--- src/rtl/pll_reset_sequencer.sv ---
// PLL reset sequencer: pulses the PLL reset, waits for a stable lock, then
// releases the downstream system reset. Retries on lock timeout, re-sequences
// when lock is lost while running, and latches a failure once the retry
// budget is spent.
module pll_reset_sequencer #(
   parameter int SYNC_STAGES         = 2,
   parameter int PLL_RST_CYCLES      = 16,
   parameter int LOCK_STABLE_CYCLES  = 1024,
   parameter int LOCK_TIMEOUT_CYCLES = 65536,
   parameter int GLITCH_CYCLES       = 4,
   parameter int RETRY_LIMIT         = 0
) (
   input  logic       clkin,
   input  logic       rst_n,
   input  logic       pll_locked,
   input  logic       restart,
   output logic       pll_rst,
   output logic       sys_rst_n,
   output logic       lock_lost,
   output logic       fail,
   output logic [7:0] retry_count,
   output logic [2:0] state
);

   localparam logic [2:0] S_PLLRST = 3'd0;
   localparam logic [2:0] S_WAIT   = 3'd1;
   localparam logic [2:0] S_STABLE = 3'd2;
   localparam logic [2:0] S_RUN    = 3'd3;
   localparam logic [2:0] S_FAIL   = 3'd4;

   // One shared counter, sized for the longest interval it must time.
   localparam int MAX_AB  = (PLL_RST_CYCLES > LOCK_STABLE_CYCLES) ? PLL_RST_CYCLES : LOCK_STABLE_CYCLES;
   localparam int MAX_CD  = (LOCK_TIMEOUT_CYCLES > GLITCH_CYCLES) ? LOCK_TIMEOUT_CYCLES : GLITCH_CYCLES;
   localparam int MAX_CYC = (MAX_AB > MAX_CD) ? MAX_AB : MAX_CD;
   localparam int CNT_W   = $clog2(MAX_CYC) + 1;

   localparam logic [CNT_W-1:0] CNT_ONE  = CNT_W'(1);
   localparam logic [CNT_W-1:0] RST_LAST = CNT_W'(PLL_RST_CYCLES - 1);
   localparam logic [CNT_W-1:0] STB_LAST = CNT_W'(LOCK_STABLE_CYCLES - 1);
   localparam logic [CNT_W-1:0] TMO_LAST = CNT_W'(LOCK_TIMEOUT_CYCLES - 1);
   localparam logic [CNT_W-1:0] GLT_LAST = CNT_W'(GLITCH_CYCLES - 1);
   localparam logic [31:0]      RETRY_LIM = 32'(RETRY_LIMIT);

   logic [SYNC_STAGES-1:0] sync_q;
   logic                   locked_s;
   logic [2:0]             state_q, state_d;
   logic [CNT_W-1:0]       cnt_q, cnt_d;
   logic [7:0]             retry_q, retry_d;
   logic                   lost_d;
   logic                   pll_rst_q, sys_rst_n_q, lock_lost_q, fail_q;

   assign locked_s = sync_q[SYNC_STAGES-1];

   // Bring the asynchronous PLL lock into the clkin domain.
   always_ff @(posedge clkin or negedge rst_n) begin
      if (!rst_n) begin
         sync_q <= '0;
      end else begin
         sync_q <= {sync_q[SYNC_STAGES-2:0], pll_locked};
      end
   end

   // Next-state, counter and retry logic; restart overrides every other event.
   always_comb begin
      state_d = state_q;
      cnt_d   = cnt_q + CNT_ONE;
      retry_d = retry_q;
      lost_d  = 1'b0;
      if (restart) begin
         state_d = S_PLLRST;
         cnt_d   = '0;
         retry_d = '0;
      end else begin
         case (state_q)
            S_PLLRST: begin
               if (cnt_q == RST_LAST) begin
                  state_d = S_WAIT;
                  cnt_d   = '0;
               end
            end
            S_WAIT: begin
               if (locked_s) begin
                  // The cycle that first sees lock already counts toward stability.
                  state_d = S_STABLE;
                  cnt_d   = CNT_ONE;
               end else if (cnt_q == TMO_LAST) begin
                  cnt_d = '0;
                  if ((RETRY_LIM != 32'd0) && ((32'(retry_q) + 32'd1) >= RETRY_LIM)) begin
                     state_d = S_FAIL;
                  end else begin
                     state_d = S_PLLRST;
                     if (retry_q != 8'hFF) begin
                        retry_d = retry_q + 8'd1;
                     end
                  end
               end
            end
            S_STABLE: begin
               if (!locked_s) begin
                  state_d = S_WAIT;
                  cnt_d   = '0;
               end else if (cnt_q == STB_LAST) begin
                  state_d = S_RUN;
                  cnt_d   = '0;
               end
            end
            S_RUN: begin
               // Counter tracks consecutive unlocked cycles only.
               if (locked_s) begin
                  cnt_d = '0;
               end else if (cnt_q == GLT_LAST) begin
                  state_d = S_PLLRST;
                  cnt_d   = '0;
                  lost_d  = 1'b1;
               end
            end
            S_FAIL: begin
               cnt_d = '0;
            end
            default: begin
               state_d = S_PLLRST;
               cnt_d   = '0;
            end
         endcase
      end
   end

   // State registers; outputs are registered from the next state so they
   // change on the same edge as the transition.
   always_ff @(posedge clkin or negedge rst_n) begin
      if (!rst_n) begin
         state_q     <= S_PLLRST;
         cnt_q       <= '0;
         retry_q     <= '0;
         pll_rst_q   <= 1'b1;
         sys_rst_n_q <= 1'b0;
         lock_lost_q <= 1'b0;
         fail_q      <= 1'b0;
      end else begin
         state_q     <= state_d;
         cnt_q       <= cnt_d;
         retry_q     <= retry_d;
         pll_rst_q   <= (state_d == S_PLLRST);
         sys_rst_n_q <= (state_d == S_RUN);
         lock_lost_q <= lost_d;
         fail_q      <= (state_d == S_FAIL);
      end
   end

   assign pll_rst     = pll_rst_q;
   assign sys_rst_n   = sys_rst_n_q;
   assign lock_lost   = lock_lost_q;
   assign fail        = fail_q;
   assign retry_count = retry_q;
   assign state       = state_q;

endmodule

--- config.mk ---
export PLATFORM = sky130hd
export DESIGN_NAME = pll_reset_sequencer
export DESIGN_NICKNAME = d
export VERILOG_FILES = /design/src/rtl/pll_reset_sequencer.sv
export SDC_FILE = /design/constraint.sdc
export NUM_CORES = 1
export LEC_CHECK = 0
export CELL_PAD_IN_SITES_DETAIL_PLACEMENT = 1
export CELL_PAD_IN_SITES_GLOBAL_PLACEMENT = 2
export CORE_MARGIN = 10
export CORE_UTILIZATION = 39
export CTS_CLUSTER_DIAMETER = 200
export DETAILED_ROUTE_END_ITERATION = 10
export PLACE_DENSITY_LB_ADDON = 0.1
export SETUP_SLACK_MARGIN = 0.2
export SYNTH_ARGS = -nofsm -noshare
export SYNTH_HDL_FRONTEND = slang
export SYNTH_SLANG_ARGS = --single-unit
--- constraint.sdc ---
create_clock -name clkin -period 5.9 [get_ports clkin]
set_input_delay 1.18 -clock clkin [delete_from_list [all_inputs] [get_ports clkin]]
set_output_delay 1.18 -clock clkin [all_outputs]
set_load 0.03 [all_outputs]
==> impl_metrics.toml, run 1 <==
[placed_design]
place.detailed.hpwl_um = 3120
placed_cells_incl_taps = 242
io_buffer_count = 18
gp_congestion = 0.789

[routing]
drt_pre_antenna_iters = 4
maxUsedRoutingLayer = "met4"
met2_length_um = 2040
wirelength_met1_um = 1860
drc = 0
ant_nets = 0
met3_wire_length_um = 208
routed_wirelength_um = 4160
detail_route.vias_per_cell = 5.58
vias = 1395
detail_route.iter0.violations = 32
wire_per_inst_um = 16.7

[synthesis]
area_fraction_of_the_dominant_cell_type_after_synthesis = 0.453
ys_types = 48
synthFlopType = "sky130_fd_sc_hd__dfrtp_1"
synthesis.instances = 176
ys_top_cells_by_area = "sky130_fd_sc_hd__dfrtp_1, sky130_fd_sc_hd__xor2_1, sky130_fd_sc_hd__nand3_1, sky130_fd_sc_hd__nor2_2, sky130_fd_sc_hd__xnor2_1"
yosys_register_bits = 34
syn-mean-instance-area_um2 = 10.4
synth_edf_count = 0
synth_area_mm2 = 0.00182
synth-warning-count = 0
synth_nets = 184
synth-async-reset-ratio = 1.00
synth_largest_area_cell = "sky130_fd_sc_hd__dfrtp_1"
ys_seq_area_frac = 0.468

[power_and_ir_drop]
p_per_cell_area_mw_per_mm2 = 213
switching_power_w = 0.0000967
clock_power_share = 0.436
power.internal_w = 0.000359
p_leak_nw = 0.904
max-vdd-ir-drop_mv = 0.119
pwr-share-comb = 0.040
power_frac_seq = 0.524
netSwitchingFraction = 0.212

[cts]
holdBufCountCts = 0
clkSinkCount = 34
cts-root-to-sink-buffers = 2
post_cts_resize_count = 0
htree_levels = 2
worst_setup_hold_path_clk_slew_ps = 70
postCtsSetupRepairBufs = 0
tritoncts = "yes"
cts_made_buffers = 5
clk_root_buffer_cell = "sky130_fd_sc_hd__clkbuf_8"
clk-insertion-delay-late_ps = 280

[timing]
setup_viol_count_final = 0
timing.slew.headroom = 0.230
finalHoldViolations = 0
finalSetupTns_ps = 0
rsz0062_at_grt = "no"
worst_clock_skew_ps = 4.77
min_period_ps = 3470
fmax_ghz = 0.288
tightestPinTransition_ps = 1150
slew_viol_final = 0
fin_crit_sh = 0.588

[worst_hold_path]
min_path_type = "register to register"
hold_path_depth = 0

[worst_setup_path]
critical_path.cell_chain = "ha_1, nand3_1, nor3_1, nand3_1, inv_1, ha_1, inv_1, and2_2, o41ai_4, nor2_1"
cp.required_ps = 6020
r2r.worst_path.cells = 10
crit_path_top_delay_cell = "sky130_fd_sc_hd__o41ai_4"
worstSetupStartpointType = "register"
path_class = "register to register"
critPathMaxStageDelay_ps = 1040
worst_setup_end_kind = "register"
worstPathArrival_ps = 3590
worstPathMaxFanout = 15

[floorplanning]
die-area_mm2 = 0.00780
die_height_um = 88.3
num_rows = 24
coreArea_mm2 = 0.00444
num_io_pins = 19
start_util = 0.410
die_width_um = 88.3

[layout]
areaGrowthSynthToFinish_pct = 17.5
finalNonFillerCells = 250
finish.net_count = 205
diodes = 0
layout-drive-gt1-share = 0.157
filler_cell_count = 505

[global_routing]
antenna_violations_before_repair = 0
first_pass_grt_wire_length_um = 7090
grt_use_total = 0.116
grt_max_degree = 35
vias_in_the_first_global_route = 1493
grt-ovfl-total = 0

[run]
timing.max_cap.violations = 0

[status]
status = "finished clean"
[flip-flops by register name, summed over array words and instances, names as in the netlist]
name and cells:
fail 1, sys_rst_n 1, cnt_q 17, retry_count 8
state 3, lock_lost 1, pll_rst 1, sync_q 2
[routing by layer]
layer,global-route usage,up-vias
met5,0,-
li1,-,664
met4,0.0499,0
met3,0.0404,6
met2,0.190,21
met1,0.136,704
[worst max-delay path: cells and delay by family, from the launching register on]
kind	cells	cell delay, ps
buf+inv	2	180
compound gates	1	1040
fa+ha+maj	2	460
flops	1	410
simple gates	5	1220
[area by class of cell]
type	instances	area [µm²]	share of cell area
Clock buffer	8	110	0.0514
Inverter	7	26.3	0.0123
Multi-Input combinational cell	130	900	0.420
Sequential cell	34	852	0.398
Tap cell	52	65.1	0.0304
Timing Repair Buffer	19	188	0.0877
[logic make-up (layout without fill, tap and decap cells)]
kind of cell | Yosys count | count (layout) | synth area share
compound gates | 27 | 27 | 0.117
xor+xnor | 18 | 18 | 0.0865
fa+ha+maj | 4 | 4 | 0.0275
buf+inv | 12 | 34 | 0.0385
flops | 34 | 34 | 0.468
simple gates | 81 | 81 | 0.263
[cell usage after synthesis (all sizes together) (3+ instances only)]
cell type  number
nand2          11
nand3          13
and3            3
nor2           24
a21oi           6
nor3b           4
dfrtp          33
inv             7
nand4           5
o21ai           6
ha              4
or3             3
xnor2           7
clkbuf          3
nor3            5
xor2           11
[power by group through the flow]
stage	sequential, W	combinational (W)	clock, W
after floorplan	0.000242	0.0000105	0
after global placement	0.000243	0.0000182	0
after detailed placement	0.000243	0.0000188	0
after CTS	0.000239	0.0000189	0.000206
after global routing	0.000239	0.0000206	0.000216
final	0.000239	0.0000181	0.000199
[final timing paths]
| check | start | endpoint | slack (ps) |
|---|---|---|---|
| setup / recovery | cnt_q[0] | cnt_q[4] | 2430 |
| hold / removal | sync_q[0] | sync_q[1] | 360 |
| min in group asynchronous | rst_n | retry_count[4] | 1310 |
| hold reg to reg | sync_q[0] | sync_q[1] | 360 |
| setup reg to reg | cnt_q[0] | cnt_q[4] | 2430 |
| max in group asynchronous | rst_n | pll_rst | 4250 |
[metrics by stage]
stage / cell area, µm² / setup WS, ps / hold WS [ps] / utilization / total power [W]
after floorplan: 1820 / 3250 / 331 / - / 0.000252
after global placement: 2030 / 2600 / 342 / 0.457 / 0.000261
after detailed placement: 2030 / 2360 / 341 / 0.457 / 0.000262
after CTS: 2140 / 2350 / 365 / 0.482 / 0.000464
after global routing: 2140 / 1960 / 375 / 0.482 / 0.000475
final: 2140 / 2430 / 360 / 0.482 / 0.000456
[cell usage in the layout (no fill, tap or decap), types with 2 or more instances in the layout]
cell type | Yosys | routed
sky130_fd_sc_hd__nand2_1 | 11 | 11
sky130_fd_sc_hd__xor2_1 | 11 | 11
sky130_fd_sc_hd__a21o_1 | 2 | 2
sky130_fd_sc_hd__nor3_1 | 4 | 4
sky130_fd_sc_hd__dfrtp_1 | 33 | 33
sky130_fd_sc_hd__o211a_1 | 2 | 2
sky130_fd_sc_hd__o21ai_0 | 6 | 6
sky130_fd_sc_hd__ha_1 | 4 | 4
sky130_fd_sc_hd__nor2b_1 | 2 | 2
sky130_fd_sc_hd__xnor2_1 | 7 | 7
sky130_fd_sc_hd__clkbuf_8 | 1 | 8
sky130_fd_sc_hd__nand3_1 | 13 | 13
sky130_fd_sc_hd__a21oi_1 | 5 | 5
sky130_fd_sc_hd__nor2_1 | 14 | 14
sky130_fd_sc_hd__nor2_2 | 10 | 10
sky130_fd_sc_hd__nand4_1 | 5 | 5
sky130_fd_sc_hd__clkdlybuf4s50_1 | 0 | 18
sky130_fd_sc_hd__or3_1 | 3 | 3
sky130_fd_sc_hd__and3_1 | 2 | 2
sky130_fd_sc_hd__inv_1 | 7 | 7
sky130_fd_sc_hd__nor3b_1 | 4 | 4
Note: power is estimated with default switching activity, not from simulation.
==> inputs of run 2 (changes only) <==
CORE_UTILIZATION = 36   (was 39)
clock period = 3.35 ns   (was 5.9 ns; I/O delays follow)
==> impl_metrics.toml, run 2 (synthesized netlist as in run 1, its figures left out) <==
[worst_setup_path]
crit_path_top_delay_cell = "sky130_fd_sc_hd__dfrtp_1"
worstSetupStartpointType = "register"
r2r_setup_slack_ps = 690
reg2reg_from = "cnt_q[0]"
critical_path.cell_chain = "ha_1, nand3_1, nor3_1, buf_4, nand3_1, inv_1, ha_1, o211a_1, nand4_1, or3_1, a21oi_1"
path_class = "register to register"
worstPathArrival_ps = 2860
critPathMaxStageDelay_ps = 420
worstPathMaxFanout = 5
r2r.worst_path.cells = 11
cp.required_ps = 3550
timing.rr.end = "retry_count[5]"
worst_setup_end_kind = "register"

[routing]
detail_route.vias_per_cell = 5.11
wire_per_inst_um = 15.3
drc = 0
detail_route.iter0.violations = 27
routed_wirelength_um = 4090
vias = 1364
ant_nets = 0
drt_pre_antenna_iters = 4

[power_and_ir_drop]
pwr-share-comb = 0.043
clock_power_share = 0.405
netSwitchingFraction = 0.220
max-vdd-ir-drop_mv = 0.185
p_per_cell_area_mw_per_mm2 = 353
power.internal_w = 0.000594
power_frac_seq = 0.552
switching_power_w = 0.000168
p_leak_nw = 0.902

[cts]
clkSinkCount = 34
worst_setup_hold_path_clk_slew_ps = 70
cts_made_buffers = 5
htree_levels = 2
cts-root-to-sink-buffers = 2
post_cts_resize_count = 0
tritoncts = "yes"
clk_root_buffer_cell = "sky130_fd_sc_hd__clkbuf_8"
postCtsSetupRepairBufs = 0
clk-insertion-delay-late_ps = 280
holdBufCountCts = 0

[layout]
layout_common_cells = "sky130_fd_sc_hd__dfrtp_1, sky130_fd_sc_hd__clkdlybuf4s50_1, sky130_fd_sc_hd__nor2_1, sky130_fd_sc_hd__nand3_1"
filler_cell_count = 561
largest_reg_flops = 17
utilization = 0.447
areaGrowthSynthToFinish_pct = 18.3
largest_register_by_flop_count = "cnt_q"
final-seq-area_um2 = 852
mostFrequentLayoutCell = "sky130_fd_sc_hd__dfrtp_1"
area_of_all_placed_cells_without_fillers_mm2 = 0.00215
diodes = 0
finish.net_count = 207
multiInputGateArea_um2 = 900
layout-drive-gt1-share = 0.155

[floorplanning]
num_rows = 25
start_util = 0.378
die_height_um = 91.1
num_io_pins = 19
coreArea_mm2 = 0.00482
die-area_mm2 = 0.00831
die_width_um = 91.1

[timing]
worst_hold_slack_across_all_endpoints_ps = 363
tightestPinTransition_ps = 619
finalHoldViolations = 0
slew_viol_final = 0
fin_crit_sh = 0.795
timing.slew.headroom = 0.587
fmax_ghz = 0.376
worst_clock_skew_ps = 6.71
setup_viol_count_final = 0
finalSetupTns_ps = 0
min_period_ps = 2660
rsz0062_at_grt = "no"

[worst_hold_path]
hold-path-endpoint = "sync_q[1]"
min_path_type = "register to register"
min-delay-start = "sync_q[0]"
hold_path_depth = 0

[placed_design]
place.detailed.hpwl_um = 3000
gp_congestion = 0.787
io_buffer_count = 18
placed_cell_area_mm2 = 0.00206

[run]
timing.max_cap.violations = 0

[global_routing]
grt-ovfl-total = 0
antenna_violations_before_repair = 0
grt_use_total = 0.106
grt_max_degree = 35
vias_in_the_first_global_route = 1453
first_pass_grt_wire_length_um = 7310

[status]
status = "finished clean"
-- run 2: cell types whose count changed in the layout (fill, tap and decap cells not counted) --
| cell | before | now |
|---|---|---|
| sky130_fd_sc_hd__buf_4 | 1 | 3 |
| sky130_fd_sc_hd__clkbuf_1 | 0 | 2 |
| sky130_fd_sc_hd__clkbuf_8 | 8 | 6 |
-- run 2: area by class of cell --
cell class	count	share of cell area
Tap cell	67	0.0389
Clock buffer	8	0.0418
Multi-Input combinational cell	130	0.418
Timing Repair Buffer	21	0.0941
Inverter	7	0.0122
Sequential cell	34	0.395
-- run 2: metal layers --
| metal | share of wire | track usage |
|---|---|---|
| met2 | 0.47 | 0.169 |
| met5 | 0 | 0 |
| met3 | 0.039 | 0.0329 |
| met1 | 0.48 | 0.133 |
| met4 | 0.0061 | 0.0352 |
-- run 2: worst max path at each step --
stage                  start        endpoint  slack, ps
CTS                 cnt_q[0]  retry_count[5]        670
floorplan           cnt_q[0]       cnt_q[10]        700
global route        cnt_q[0]  retry_count[5]        410
detailed placement  cnt_q[0]  retry_count[5]        680
finish              cnt_q[0]  retry_count[5]        690
global placement    cnt_q[0]  retry_count[5]        790
-- run 2: critical path, delay by kind of cell (launching register included) --
family                     cells  cell delay, ps
AOI/OAI and AO/OA              2             380
adders and majority gates      2             450
buffers and inverters          2             260
DFF                            1             420
and+or+nand+nor                5            1080
-- run 2: power by group through the flow --
stage,Clock (W),Combinational (W),Sequential [W]
after detailed placement,0,0.0000342,0.000428
after global routing,0.000340,0.0000379,0.000421
after CTS,0.000324,0.0000344,0.000420
after floorplan,0,0.0000186,0.000425
after global placement,0,0.0000331,0.000428
final,0.000308,0.0000328,0.000420
-- run 2: through the flow --
stage	total power (W)	std cells	worst slack [ps]
after floorplan	0.000444	176	705
after global placement	0.000461	259	790
after detailed placement	0.000462	259	682
after CTS	0.000778	267	665
after global routing	0.000799	267	406
final	0.000762	267	688
